<file path="src/rtl/caf_pkg.sv">
// Shared widths and FSM encoding for the CAF argmax / peak-select path.
package caf_pkg;
  localparam int CAF_FREQ_BINS     = 8;
  localparam int CAF_FREQ_BITS     = 3;
  localparam int ARGMAX_INDEX_BITS = 4;
  localparam int ARGMAX_MAX_BITS   = 4;

  typedef enum logic {
    ST_COLLECT = 1'b0,
    ST_EMIT    = 1'b1
  } caf_state_e;
endpackage

</file>
<file path="src/rtl/peak_compare.sv">
// Registered compare-and-hold of a (max, index, freq) triple; next-state triple exposed same cycle.
// Strict unsigned greater-than replaces the held value, so ties keep the earlier candidate.
module peak_compare
  import caf_pkg::*;
#(
  parameter int max_bits   = ARGMAX_MAX_BITS,
  parameter int index_bits = ARGMAX_INDEX_BITS,
  parameter int freq_bits  = CAF_FREQ_BITS
) (
  input  logic                  clk,
  input  logic                  rst_n,
  input  logic                  load,
  input  logic                  force_load,
  input  logic [max_bits-1:0]   cand_max,
  input  logic [index_bits-1:0] cand_index,
  input  logic [freq_bits-1:0]  cand_freq,
  output logic [max_bits-1:0]   best_max,
  output logic [index_bits-1:0] best_index,
  output logic [freq_bits-1:0]  best_freq,
  output logic [max_bits-1:0]   next_max,
  output logic [index_bits-1:0] next_index,
  output logic [freq_bits-1:0]  next_freq
);
  logic [max_bits-1:0]   best_max_q,   best_max_d;
  logic [index_bits-1:0] best_index_q, best_index_d;
  logic [freq_bits-1:0]  best_freq_q,  best_freq_d;
  logic                  take;

  always_comb begin
    take         = load && (force_load || (cand_max > best_max_q));
    best_max_d   = take ? cand_max   : best_max_q;
    best_index_d = take ? cand_index : best_index_q;
    best_freq_d  = take ? cand_freq  : best_freq_q;
  end

  always_ff @(posedge clk or negedge rst_n) begin
    if (!rst_n) begin
      best_max_q   <= '0;
      best_index_q <= '0;
      best_freq_q  <= '0;
    end else begin
      best_max_q   <= best_max_d;
      best_index_q <= best_index_d;
      best_freq_q  <= best_freq_d;
    end
  end

  assign best_max   = best_max_q;
  assign best_index = best_index_q;
  assign best_freq  = best_freq_q;
  assign next_max   = best_max_d;
  assign next_index = best_index_d;
  assign next_freq  = best_freq_d;
endmodule

</file>
<file path="src/rtl/caf_peak_select.sv">
// Global peak over freq_bins argmax results; result valid from the edge accepting the last bin.
// Upstream ready drops while a result waits; result and ready hold under downstream back-pressure.
module caf_peak_select
  import caf_pkg::*;
#(
  parameter int freq_bins  = CAF_FREQ_BINS,
  parameter int freq_bits  = CAF_FREQ_BITS,
  parameter int index_bits = ARGMAX_INDEX_BITS,
  parameter int max_bits   = ARGMAX_MAX_BITS
) (
  input  logic                  clk,
  input  logic                  rst_n,
  input  logic                  m_axis_tvalid,
  input  logic [max_bits-1:0]   in_max,
  input  logic [index_bits-1:0] in_index,
  output logic                  s_axis_tready,
  input  logic [max_bits-1:0]   threshold,
  input  logic                  m_axis_tready,
  output logic                  s_axis_tvalid,
  output logic [max_bits-1:0]   peak_max,
  output logic [index_bits-1:0] peak_index,
  output logic [freq_bits-1:0]  peak_freq,
  output logic                  detect
);
  localparam logic [freq_bits-1:0] LAST_BIN = freq_bits'(freq_bins - 1);

  caf_state_e            state_q, state_d;
  logic                  ready_q, ready_d;
  logic [freq_bits-1:0]  fcnt_q, fcnt_d;
  logic [max_bits-1:0]   peak_max_q, peak_max_d;
  logic [index_bits-1:0] peak_index_q, peak_index_d;
  logic [freq_bits-1:0]  peak_freq_q, peak_freq_d;
  logic                  detect_q, detect_d;
  logic                  in_xfer;

  logic [max_bits-1:0]   best_max, next_max;
  logic [index_bits-1:0] best_index, next_index;
  logic [freq_bits-1:0]  best_freq, next_freq;

  assign in_xfer = m_axis_tvalid && ready_q;

  peak_compare #(
    .max_bits   (max_bits),
    .index_bits (index_bits),
    .freq_bits  (freq_bits)
  ) u_cmp (
    .clk        (clk),
    .rst_n      (rst_n),
    .load       (in_xfer),
    .force_load (fcnt_q == '0),
    .cand_max   (in_max),
    .cand_index (in_index),
    .cand_freq  (fcnt_q),
    .best_max   (best_max),
    .best_index (best_index),
    .best_freq  (best_freq),
    .next_max   (next_max),
    .next_index (next_index),
    .next_freq  (next_freq)
  );

  always_comb begin
    state_d      = state_q;
    fcnt_d       = fcnt_q;
    peak_max_d   = peak_max_q;
    peak_index_d = peak_index_q;
    peak_freq_d  = peak_freq_q;
    detect_d     = detect_q;
    case (state_q)
      ST_COLLECT: begin
        if (in_xfer) begin
          if (fcnt_q == LAST_BIN) begin
            // Final bin: capture the post-compare triple in the same edge.
            fcnt_d       = '0;
            state_d      = ST_EMIT;
            peak_max_d   = next_max;
            peak_index_d = next_index;
            peak_freq_d  = next_freq;
            detect_d     = next_max > threshold;
          end else begin
            fcnt_d = fcnt_q + freq_bits'(1);
          end
        end
      end
      ST_EMIT: begin
        if (m_axis_tready) state_d = ST_COLLECT;
      end
      default: state_d = ST_COLLECT;
    endcase
    ready_d = (state_d == ST_COLLECT);
  end

  always_ff @(posedge clk or negedge rst_n) begin
    if (!rst_n) begin
      state_q      <= ST_COLLECT;
      ready_q      <= 1'b0;
      fcnt_q       <= '0;
      peak_max_q   <= '0;
      peak_index_q <= '0;
      peak_freq_q  <= '0;
      detect_q     <= 1'b0;
    end else begin
      state_q      <= state_d;
      ready_q      <= ready_d;
      fcnt_q       <= fcnt_d;
      peak_max_q   <= peak_max_d;
      peak_index_q <= peak_index_d;
      peak_freq_q  <= peak_freq_d;
      detect_q     <= detect_d;
    end
  end

  // Held triple is only observed through next_*; kept visible for multi-channel reuse.
  logic unused_best;
  assign unused_best = ^{best_max, best_index, best_freq};

  assign s_axis_tready = ready_q;
  assign s_axis_tvalid = (state_q == ST_EMIT);
  assign peak_max      = peak_max_q;
  assign peak_index    = peak_index_q;
  assign peak_freq     = peak_freq_q;
  assign detect        = detect_q;
endmodule

</file>
<file path="config.mk">
export PLATFORM = sky130hd
export DESIGN_NAME = caf_peak_select
export DESIGN_NICKNAME = d
export VERILOG_FILES = /design/src/rtl/caf_pkg.sv /design/src/rtl/peak_compare.sv /design/src/rtl/caf_peak_select.sv
export SDC_FILE = /design/constraint.sdc
export NUM_CORES = 1
export LEC_CHECK = 0
export BUFFER_PORTS_ARGS = -buffer_cell sky130_fd_sc_hd__buf_2
export CAP_MARGIN = 20
export CELL_PAD_IN_SITES_DETAIL_PLACEMENT = 1
export CELL_PAD_IN_SITES_GLOBAL_PLACEMENT = 2
export CORE_UTILIZATION = 32
export CTS_CLUSTER_SIZE = 40
export DETAILED_ROUTE_END_ITERATION = 16
export PLACE_DENSITY_LB_ADDON = 0.3
export SLEW_MARGIN = 10
export SYNTH_ARGS = -nofsm -noshare
export SYNTH_HDL_FRONTEND = slang
export SYNTH_HIERARCHICAL = 1
export SYNTH_SLANG_ARGS = --single-unit
export TNS_END_PERCENT = 30
</file>
<file path="constraint.sdc">
create_clock -name clk -period 2.3 [get_ports clk]
set_input_delay 0.115 -clock clk [delete_from_list [all_inputs] [get_ports clk]]
set_output_delay 0.115 -clock clk [all_outputs]
set_load 0.02 [all_outputs]
</file>
Word level (Yosys, flattened, before mapping):

Index checks and enable logic that the tools add are counted.

* add/sub/neg operators: 1
* $mul: 0
* div/mod/pow operators: 0
* $lt $le $gt $ge: 2
* equality and inequality tests: 1
* shifts and indexed selects: 0
* muxes and demuxes: 8
* bitwise logic cells: 2
* reductions and logical operators: 6

Operators by type and width (count)
* $gt A4 B4 Y1: 2
* $mux W4: 2
* $mux W3: 2
* $add A3 B1 Y3 const B: 1
* $eq A3 B3 Y1 const B: 1
* $logic_not A3 Y1: 1
* $mux W1: 3
* $reduce_and A3 Y1: 1
* $logic_and A1 B1 Y1: 2
* $not A1 Y1: 2
* $pmux W1 S2: 1
* $reduce_and A2 Y1: 1
* $logic_or A1 B1 Y1: 1

* register bits: 28
* latch bits: 0
* RAM bits: 0
* memory bits (read-only): 0
* input port bits: 16
* output and inout bits: 14
* word-level logic and storage cells: 30
* memories kept: 0

Depth between registers and ports, before layout:

* depth in word-level cells: 5
* mapped depth: 12
* mapped depth without buffers: 11

Hierarchy:

The synthesis kept the hierarchy.

By module, submodules not included
* caf_peak_select: times used 1, cells an instance 62, area an instance 827.0 µm², sequential area each 425.4 µm²
* peak_compare: times used 1, cells an instance 38, area an instance 563.0 µm², sequential area each 275.3 µm²

Worst setup path before layout:

No wires, ideal clock.

* path type: register -> register
* start point: register u_cmp.best_max_q[3], in the netlist u_cmp/best_max[3]
* end point: register detect_q, in the netlist detect
* setup time: 127 ps
* arrival time: 2128 ps
* required time: 2173 ps
* path slack: 46 ps
* cell stages (with the launch flop): 12
* path buffers: 1
* clock period less this slack: 2254 ps
* path through: dfrtp_1 > inv_1 > ha_1 > nand2_1 > o21bai_1 > a21oi_2 > buf_6 > mux2_4 > ha_1 > nor2b_1 > o211ai_1 > a21oi_1

* word-level cells in the longest chain between the ends: 5

RTL lines
* from (decl): RTL line peak_compare.sv:24 `logic [max_bits-1:0] best_max_q, best_max_d;`
* from (signal assigned): RTL line peak_compare.sv:42 `best_max_q <= best_max_d;`
* $gt A4 B4 Y1: RTL line peak_compare.sv:30 `take = load && (force_load || (cand_max > best_max_q));`
* $logic_or A1 B1 Y1: RTL line peak_compare.sv:30
* $logic_and A1 B1 Y1: RTL line peak_compare.sv:30
* $mux W4: RTL line peak_compare.sv:31 `best_max_d = take ? cand_max : best_max_q;`
* net next_max[1]: RTL line caf_peak_select.sv:36 `logic [max_bits-1:0] best_max, next_max;`
* $gt A4 B4 Y1: RTL line caf_peak_select.sv:79 `detect_d = next_max > threshold;`
* to (signal assigned): RTL line caf_peak_select.sv:109 `detect_q <= detect_d;`
* to (decl): RTL line caf_peak_select.sv:33 `logic detect_q, detect_d;`

The timed path passes the listed nets, and every way through them passes these cells.
A chain may end at the register's enable or synchronous reset.

Worst setup path in the final report:

Same ends and word-level chain as after synthesis.

==> impl_metrics.py <==
metrics = {
    "floorplanning": {
        "die_h_um": 67.91,
        "die_x_um": 67.91,
        "num_rows": 23,
        "start_util": 0.3402,
        "coreArea_um2": 4086,
        "die_area_um2": 4612,
        "pin_count": 30,
    },
    "worst_setup_path": {
        "cp_max_fo": 4,
        "criticalPathCategory": "flop to flop",
        "path_buf_inv": 2,
        "crit_top_cell": "ha_4",
        "crit_family": "compound AO/OA/AOI/OAI gates",
        "cp_cell_sequence": "inv_2, ha_4, nand2_2, o21bai_4, a21oi_2, buf_6, mux2_4, ha_4, nor2b_4, o211ai_1, a21oi_1",
        "required_ns": 2.46,
        "worst_path_largest_cell_delay_ns": 0.39,
        "slowest_stage": "dfrtp_1",
        "critical_path.endpoint_type": "flop",
        "crit_arrival_ns": 2.44,
        "startpoint_type": "flop",
    },
    "yosys": {
        "synth.area.mux_share": 0.2259,
        "yosys.area_share.simple": 0.06211,
        "avgSynthCellArea_um2": 13.90,
        "syn_nets": 127,
        "seq_area_frac_synth": 0.5041,
        "synth_fa_ha_area_frac": 0.09901,
        "synthCells": 100,
        "syn-cell-area_um2": 1390,
        "synth_compound_area_frac": 0.06031,
        "synth_warnings": 6,
        "ys_seq_elements": 28,
        "synth_top_family_by_area": "multiplexers",
        "synthDistinctLibCells": 23,
        "synthXorXnorAreaFrac": 0,
    },
    "sta": {
        "period_minus_slack_ns": 2.279,
        "slew_violations": 0,
        "finalCritPeriodShare": 0.9909,
        "hold_viol": 0,
        "worst_slack_ns": 0.02085,
        "rsz0062_at_grt": "yes",
        "worst_slew_pin_slew_ns": 0.6339,
        "finalClockSkew_ns": 0.003722,
        "setup_viol_count_final": 0,
        "tns_ns": 0,
        "relSlewSlack": 0.5774,
        "fmax_mhz": 438.8,
    },
    "routing": {
        "route.layer.met1.wl_mm": 1.166,
        "vias": 907,
        "wl_met3_um": 49,
        "wl_per_cell_um": 14.69,
        "vias_per_cell": 4.699,
        "wirelength_mm": 2.835,
        "highest_layer": "met4",
        "drcViolationCount": 0,
        "dr.first_iter.drc_count": 11,
        "met2_length_mm": 1.599,
        "antenna_left": 0,
        "drt_pre_antenna_iters": 4,
    },
    "power": {
        "p_sw_frac": 0.3448,
        "seqPwrFrac": 0.315,
        "combPwrFrac": 0.542,
        "leakagePower_uw": 0.0009283,
        "power.internal_uw": 1766,
        "switchingPower_uw": 929.0,
        "peakVddDrop_mv": 0.4864,
        "p_clk_frac": 0.142,
        "p_per_area_nw_per_um2": 1458,
    },
    "grt": {
        "grt_use_total": 0.1385,
        "grt-ovfl-total": 0,
        "antenna_found_initial": 0,
        "grt_pass1_wl_mm": 4.554,
        "grt_pass1_vias": 967,
        "grt_max_degree": 29,
    },
    "run_status": {
        "status": "finished, final reports clean",
    },
    "clock_tree": {
        "clk_pin_slew_ns": 0.09,
        "clkLatencyLatePin_ns": 0.27,
        "cts_buffers": 3,
        "cts_tree": "yes",
        "cts_root_buf": "clkbuf_8",
        "clock_sink_count": 28,
        "clk_path_buf_depth": 2,
        "cts_max_level": 1,
    },
    "layout": {
        "ff_latch_area_um2": 700.7,
        "multi_input_area_um2": 723.2,
        "nNetsFinal": 171,
        "n_fill_cell": 439,
        "area_growth_pct": 32.94,
        "drive_above_1_share": 0.5874,
        "insertedDiodeCount": 0,
    },
    "place": {
        "place.gp.congestion": 0.7385,
        "dp_hpwl_mm": 2.079,
        "pre_cts_ws_ns": -0.1025,
        "portBuffers": 29,
    },
    "flow_run": {
        "cap_violations": 0,
    },
    "min_path": {
        "hold_path.class": "primary input to flop",
    },
}
[synth_stat cells (all sizes together)]
library cell | instances | area (um2)
o21a | 1 | 7.510
a21oi | 2 | 13.76
nand4b | 1 | 23.77
nand4 | 1 | 6.260
mux2i | 1 | 10.01
nor2b | 3 | 18.77
o21ai | 3 | 15.01
nor2 | 1 | 3.750
and3b | 1 | 8.760
and2 | 1 | 6.260
ha | 11 | 137.6
nand2 | 5 | 18.77
a211oi | 2 | 20.02
o31ai | 1 | 12.51
buf | 2 | 22.52
dfrtp | 28 | 700.7
o21bai | 1 | 7.510
o211ai | 1 | 7.510
inv | 12 | 45.04
mux2 | 22 | 304.1
[cell families after synthesis]
family / count (synthesis)
flip-flops: 28
AND/OR/NAND/NOR: 13
multiplexers: 23
buffers and inverters: 14
adder cells (fa/ha/maj): 11
AO/OA/AOI/OAI: 11
[power groups by stage]
stage,registers [uW],clock network (uW),logic [uW]
6_report,850,383,1460
5_1_grt,885,411,1600
4_1_cts,852,400,1430
3_5_place_dp,856,0,1230
3_3_place_gp,846,0,1180
2_1_floorplan,980,0,726
[path summary, 6_finish.rpt]
| kind | start | endpoint | slack [ns] | depth (start not counted) |
|---|---|---|---|---|
| max in group asynchronous | rst_n | peak_max[1] | 1.50 | 2 |
| max | u_cmp/best_max[3] | detect | 0.02 | 11 |
| min reg2reg | peak_max[0] | peak_max[0] | 0.49 | 2 |
| max reg2reg | u_cmp/best_max[3] | detect | 0.02 | 11 |
| min | in_index[2] | u_cmp/best_index[2] | 0.08 | 2 |
| min in group asynchronous | rst_n | peak_freq[0] | 0.39 | 2 |
[per-stage QoR]
stage,power [uW],hold slack (ns),instance area (um2),cells,utilization
6_report,2695,0.07640,1848,193,0.4522
5_1_grt,2895,0.07603,1848,193,0.4522
4_1_cts,2681,0.06383,1819,191,0.4452
3_5_place_dp,2085,0.1717,1620,183,0.3965
3_3_place_gp,2030,0.1647,1620,183,0.3965
2_1_floorplan,1706,-0.1806,1390,100,-
[layout make-up]
| cell class | instances | share of cell area |
|---|---|---|
| multi-input cells | 58 | 0.3913 |
| flip-flops and latches | 28 | 0.3791 |
| repair buffers | 41 | 0.1327 |
| well taps | 50 | 0.03385 |
| inverters | 12 | 0.02437 |
| clock buffers | 3 | 0.02234 |
| clock inverters | 1 | 0.01625 |
[sequential cells by signal, summed over array words and instances, names as in the netlist]
register	count
peak_index	4
peak_max	4
u_cmp/best_index	4
u_cmp/best_max	4
fcnt_q	3
peak_freq	3
u_cmp/best_freq	3
detect	1
s_axis_tready	1
s_axis_tvalid	1
[metal layers]
metal / up-vias / track usage
met2: 12 / 0.2450
met4: 0 / 0.06250
met3: 2 / 0.02000
li1: 429 / -
met5: - / 0
met1: 464 / 0.1648
[repair_timing]
action | 4_1_cts | 5_1_grt
setup endpoints to repair | 1 | 1
buffers inserted | 3 | 2
resized for setup | 14 | 3
hold endpoints to repair | 28 | 0
pin swaps | 4 | 4
hold buffers | 1 | 0
[placed cells by master (no fill, tap or decap), types with 3 or more instances in the layout]
master / netlist / layout
buf_2: 0 / 29
dfrtp_1: 28 / 28
mux2_4: 15 / 15
inv_1: 12 / 10
buf_4: 0 / 9
mux2_2: 7 / 7
ha_1: 11 / 6
ha_4: 0 / 5
nand2_1: 5 / 3
o21ai_0: 3 / 3
clkbuf_8: 0 / 3
(Power assumes the default switching activity.)
